### config.mk
export PLATFORM = sky130hd
export DESIGN_NAME = matrix_loader
export DESIGN_NICKNAME = d
export VERILOG_FILES = /design/src/rtl/matrix_loader.sv
export SDC_FILE = /design/constraint.sdc
export NUM_CORES = 1
export LEC_CHECK = 0
export BUFFER_PORTS_ARGS = -buffer_cell sky130_fd_sc_hd__clkbuf_2
export CAP_MARGIN = 20
export CORE_ASPECT_RATIO = 0.6
export CORE_MARGIN = 2
export CORE_UTILIZATION = 38
export DETAILED_ROUTE_END_ITERATION = 7
export PLACE_DENSITY = 0.63
export SYNTH_ARGS = -nofsm -noshare
export SYNTH_HDL_FRONTEND = slang
export SYNTH_SLANG_ARGS = --single-unit
export TNS_END_PERCENT = 1
### constraint.sdc
create_clock -name clock -period 5.9 [get_ports clock]
set_input_delay 1.18 -clock clock [delete_from_list [all_inputs] [get_ports clock]]
set_output_delay 1.18 -clock clock [all_outputs]
set_load 0.05 [all_outputs]
### src/rtl/matrix_loader.sv
// Streams DIM*DIM matrix elements followed by DIM vector elements from a
// valid/ready source into separate A and B write ports, one cycle after accept.
module matrix_loader #(
  parameter int DIM        = 64,
  parameter int DATA_WIDTH = 8,
  localparam int A_AW      = $clog2(DIM * DIM),
  localparam int B_AW      = $clog2(DIM)
) (
  input  logic                  clock,
  input  logic                  reset,
  input  logic                  start,
  input  logic [DATA_WIDTH-1:0] in_data,
  input  logic                  in_valid,
  output logic                  in_ready,
  output logic                  wr_en_a,
  output logic [A_AW-1:0]       wr_addr_a,
  output logic [DATA_WIDTH-1:0] wr_data_a,
  output logic                  wr_en_b,
  output logic [B_AW-1:0]       wr_addr_b,
  output logic [DATA_WIDTH-1:0] wr_data_b,
  output logic                  done,
  output logic [15:0]           elem_count,
  output logic [15:0]           checksum
);

  typedef enum logic [1:0] {
    S_IDLE,
    S_LOAD_A,
    S_LOAD_B,
    S_DONE
  } state_t;

  localparam logic [A_AW-1:0] A_LAST = A_AW'(DIM * DIM - 1);
  localparam logic [B_AW-1:0] B_LAST = B_AW'(DIM - 1);

  state_t                state_reg, state_next;
  logic [A_AW-1:0]       idx_a_reg, idx_a_next;
  logic [B_AW-1:0]       idx_b_reg, idx_b_next;
  logic [15:0]           count_reg, count_next;
  logic [15:0]           sum_reg, sum_next;
  logic                  wr_en_a_reg, wr_en_a_next;
  logic                  wr_en_b_reg, wr_en_b_next;
  logic [A_AW-1:0]       wr_addr_a_reg, wr_addr_a_next;
  logic [B_AW-1:0]       wr_addr_b_reg, wr_addr_b_next;
  logic [DATA_WIDTH-1:0] wr_data_a_reg, wr_data_a_next;
  logic [DATA_WIDTH-1:0] wr_data_b_reg, wr_data_b_next;
  logic                  accept;

  // Ready depends on registered state only, so it never loops back through in_valid.
  assign in_ready = (state_reg == S_LOAD_A) || (state_reg == S_LOAD_B);
  assign accept   = in_valid && in_ready;

  always_ff @(posedge clock) begin
    if (reset) begin
      state_reg     <= S_IDLE;
      idx_a_reg     <= '0;
      idx_b_reg     <= '0;
      count_reg     <= '0;
      sum_reg       <= '0;
      wr_en_a_reg   <= 1'b0;
      wr_en_b_reg   <= 1'b0;
      wr_addr_a_reg <= '0;
      wr_addr_b_reg <= '0;
      wr_data_a_reg <= '0;
      wr_data_b_reg <= '0;
    end else begin
      state_reg     <= state_next;
      idx_a_reg     <= idx_a_next;
      idx_b_reg     <= idx_b_next;
      count_reg     <= count_next;
      sum_reg       <= sum_next;
      wr_en_a_reg   <= wr_en_a_next;
      wr_en_b_reg   <= wr_en_b_next;
      wr_addr_a_reg <= wr_addr_a_next;
      wr_addr_b_reg <= wr_addr_b_next;
      wr_data_a_reg <= wr_data_a_next;
      wr_data_b_reg <= wr_data_b_next;
    end
  end

  always_comb begin
    state_next     = state_reg;
    idx_a_next     = idx_a_reg;
    idx_b_next     = idx_b_reg;
    count_next     = count_reg;
    sum_next       = sum_reg;
    wr_en_a_next   = 1'b0;
    wr_en_b_next   = 1'b0;
    wr_addr_a_next = wr_addr_a_reg;
    wr_addr_b_next = wr_addr_b_reg;
    wr_data_a_next = wr_data_a_reg;
    wr_data_b_next = wr_data_b_reg;

    if (accept) begin
      count_next = (count_reg == 16'hFFFF) ? count_reg : count_reg + 16'd1;
      sum_next   = sum_reg + 16'(in_data);
    end

    case (state_reg)
      S_IDLE, S_DONE: begin
        if (start) begin
          state_next = S_LOAD_A;
          idx_a_next = '0;
          idx_b_next = '0;
          count_next = '0;
          sum_next   = '0;
        end
      end
      S_LOAD_A: begin
        if (accept) begin
          wr_en_a_next   = 1'b1;
          wr_addr_a_next = idx_a_reg;
          wr_data_a_next = in_data;
          idx_a_next     = idx_a_reg + 1'b1;
          if (idx_a_reg == A_LAST) begin
            state_next = S_LOAD_B;
          end
        end
      end
      S_LOAD_B: begin
        if (accept) begin
          wr_en_b_next   = 1'b1;
          wr_addr_b_next = idx_b_reg;
          wr_data_b_next = in_data;
          idx_b_next     = idx_b_reg + 1'b1;
          if (idx_b_reg == B_LAST) begin
            state_next = S_DONE;
          end
        end
      end
      default: state_next = S_IDLE;
    endcase
  end

  assign wr_en_a    = wr_en_a_reg;
  assign wr_addr_a  = wr_addr_a_reg;
  assign wr_data_a  = wr_data_a_reg;
  assign wr_en_b    = wr_en_b_reg;
  assign wr_addr_b  = wr_addr_b_reg;
  assign wr_data_b  = wr_data_b_reg;
  assign done       = (state_reg == S_DONE);
  assign elem_count = count_reg;
  assign checksum   = sum_reg;

endmodule

==> flow_metrics.py <==
metrics = {
    "status": {
        "status": "complete, no violations",
    },
    "clock_network": {
        "cts_made_buffers": 9,
        "cts_resized": 0,
        "cts_tree": "built",
        "path_clk_slew_ps": 70,
        "root_buffer": "clkbuf_16",
        "clockBufferDepth": 2,
        "cts-hold-fix-buffers": 0,
        "clk_latency_ps": 340,
        "postCtsSetupRepairBufs": 0,
        "numClockSinks": 88,
        "htree_num_levels": 3,
    },
    "layout": {
        "syn_to_final_growth_pct": 20.0,
        "n_fill_cell": 988,
        "instances_no_fill": 691,
        "seqCellArea_sq_mm": 0.00176,
        "layout-drive-gt1-share_pct": 18.7,
        "diodes": 0,
        "final_nets": 579,
        "multi_input_area_sq_mm": 0.00206,
        "final_util_pct": 47.6,
    },
    "setup_path": {
        "crit_type": "register to output pin",
        "critPathCaptureType": "output pin",
        "reg2reg_depth": 7,
        "cp.arrival_ps": 1710,
        "worst_setup_path_start_kind": "register",
        "r2r_end": "idx_a_reg[8]",
        "r2r-start": "state_reg[0]",
        "reg2reg_slack_ps": 3040,
        "crit_fanout": 10,
        "cp.required_ps": 4720,
    },
    "power": {
        "leakagePower_nw": 1.87,
        "powerDensity_mw_per_mm2": 372,
        "ir_drop_v": 0.000260,
    },
    "synth": {
        "netlist_area_sq_mm": 0.00396,
        "synth_commonest_cells": "97 x nand2_1, 88 x dfxtp_1, 60 x a21oi_1",
        "ys.flop_type": "dfxtp_1",
        "syn_inst": 481,
        "synthMostInstantiatedCell": "nand2_1",
        "syn_nets": 509,
        "yosysWarnings": 0,
        "ys_top_cells_by_area": "dfxtp_1 45%, nand2_1 9.2%, a21oi_1 7.6%, ha_1 4.7%, nor2_1 3.8%",
        "synth_edf_count": 0,
        "synth_seq_area_share_pct": 44.5,
        "synth_cell_types": 43,
        "yosys.area.top_type": "dfxtp_1",
        "synth_top_area_share_pct": 44.5,
        "async_reset_ff_share_pct": 0,
        "syn_area_per_cell_sq_um": 8.23,
        "ys_ff_latch": 88,
    },
    "sta": {
        "maxSlewViolCount": 0,
        "period_share_pct": 49.0,
        "setup_tns_ps": 0,
        "fin_skew_ps": 4.66,
        "tightest_slew_ps": 1000,
        "finalHoldViolCount": 0,
        "finalCriticalPeriod_ps": 2890,
        "relSlewSlack_pct": 32.9,
        "whs_ps": 453,
        "fmax_ghz": 0.346,
        "setup_viol": 0,
        "grt_setup_unrepaired": "false",
    },
    "die": {
        "fp.dieH_um": 83.0,
        "num_rows": 28,
        "fp.dieW_um": 136,
        "die-area_sq_mm": 0.0113,
        "coreArea_sq_mm": 0.00998,
        "initial_core_util_pct": 39.6,
        "io_pins": 82,
    },
    "drt": {
        "postRouteAntennaNets": 0,
        "vias": 3516,
        "via_per_inst": 5.09,
        "wl_per_cell_um": 14.7,
        "dr.pass1.iters": 4,
        "drc": 0,
        "finalWirelength_um": 10200,
        "drt_iter0_drc": 314,
    },
    "global_routing": {
        "grt_use_total_pct": 18.7,
        "antenna_found_initial": 0,
        "overflow": 0,
        "grt_pass1_vias": 3316,
        "grt_pass1_wl_um": 16900,
        "grt_max_degree": 46,
    },
    "placement": {
        "hpwl_um": 7440,
        "gp_congestion": 0.857,
        "dp_cells": 675,
        "port_buffers": 81,
    },
    "worst_hold_path": {
        "hold_start": "wr_addr_a[9]",
        "hold_end": "wr_addr_a[9]",
        "worstHoldPathCells": 2,
        "hold_class": "register to register",
    },
    "run": {
        "drv_cap": 0,
    },
}
worst max-delay path by stage:
stage,slack (ps),end,cells past startpoint,from
2_1_floorplan,3160,checksum[12],7,in_data[0]
3_3_place_gp,2630,idx_a_reg[1],5,in_valid
3_5_place_dp,2660,idx_a_reg[8],6,in_valid
4_1_cts,3010,in_ready,4,state_reg[0]
5_1_grt,2650,idx_a_reg[10],7,state_reg[0]
6_report,3010,in_ready,4,state_reg[0]
stage by stage:
stage / instance area [sq um] / power, mW / setup slack [ps]
finish: 4750 / 1.77 / 3010
CTS: 4750 / 1.78 / 3010
global placement: 4430 / 1.18 / 2630
detailed placement: 4440 / 1.19 / 2660
global route: 4750 / 1.86 / 2650
floorplan: 3960 / 1.08 / 3160
critical path: stages (launching register included):
cell      delay [ps]
dfxtp_1          380
inv_1             80
ha_1             420
inv_1            190
clkbuf_2         310
area by class of cell:
type | instances | area share (%)
clock inverters | 6 | 1.58
inverters | 9 | 0.711
clock buffers | 10 | 4.82
flip-flops and latches | 88 | 37.1
repair buffers | 82 | 8.77
well taps | 135 | 3.56
multi-input cells | 361 | 43.5
cells by family (layout without fill, tap and decap cells):
group                      after synthesis  in the layout  synth area share (%)
muxes                                    3              3                 0.917
adders and majority gates               16             16                  5.25
DFF                                     88             88                  44.5
buffers and inverters                   32            107                  3.32
xor gates and xnor gates                31             31                  6.86
and+or+nand+nor                        203            203                  23.1
AOI/OAI and AO/OA                      108            108                  16.1
cells in the final DEF, fill, tap and decap left out, drive strengths merged, types with 2 or more instances in the layout:
master | netlist | layout
a21oi | 60 | 60
o21bai | 2 | 2
xor2 | 16 | 16
a211oi | 10 | 10
nor3 | 6 | 6
o211ai | 4 | 4
nand3b | 2 | 2
and3 | 9 | 9
a21o | 3 | 3
mux2 | 2 | 2
inv | 9 | 12
nand3 | 18 | 18
nand4 | 15 | 15
dfxtp | 88 | 88
nand2b | 4 | 4
and2 | 2 | 2
xnor2 | 15 | 15
or3 | 6 | 6
o21ai | 18 | 18
o41ai | 2 | 2
ha | 15 | 15
nor2 | 41 | 41
clkbuf | 19 | 91
a41oi | 2 | 2
a31oi | 2 | 2
nand2 | 97 | 97
layer usage:
| layer | global-route usage [%] | vias up | wire [um] | share of wire, % |
|---|---|---|---|---|
| li1 | - | 1807 | - | - |
| met1 | 28.8 | 1611 | 5300 | 52 |
| met2 | 25.3 | 90 | 4140 | 41 |
| met3 | 4.76 | 8 | 646 | 6.3 |
| met4 | 5.21 | 0 | 96 | 0.94 |
| met5 | 0 | - | 0 | 0 |
power by group:
part,internal [mW],total [mW],leakage (nW),switching (mW)
registers,0.626,0.655,0.710,0.0292
logic,0.140,0.530,1.01,0.390
clock network,0.335,0.583,0.146,0.247
total,1.10,1.77,1.87,0.666
(Power assumes the default switching activity.)
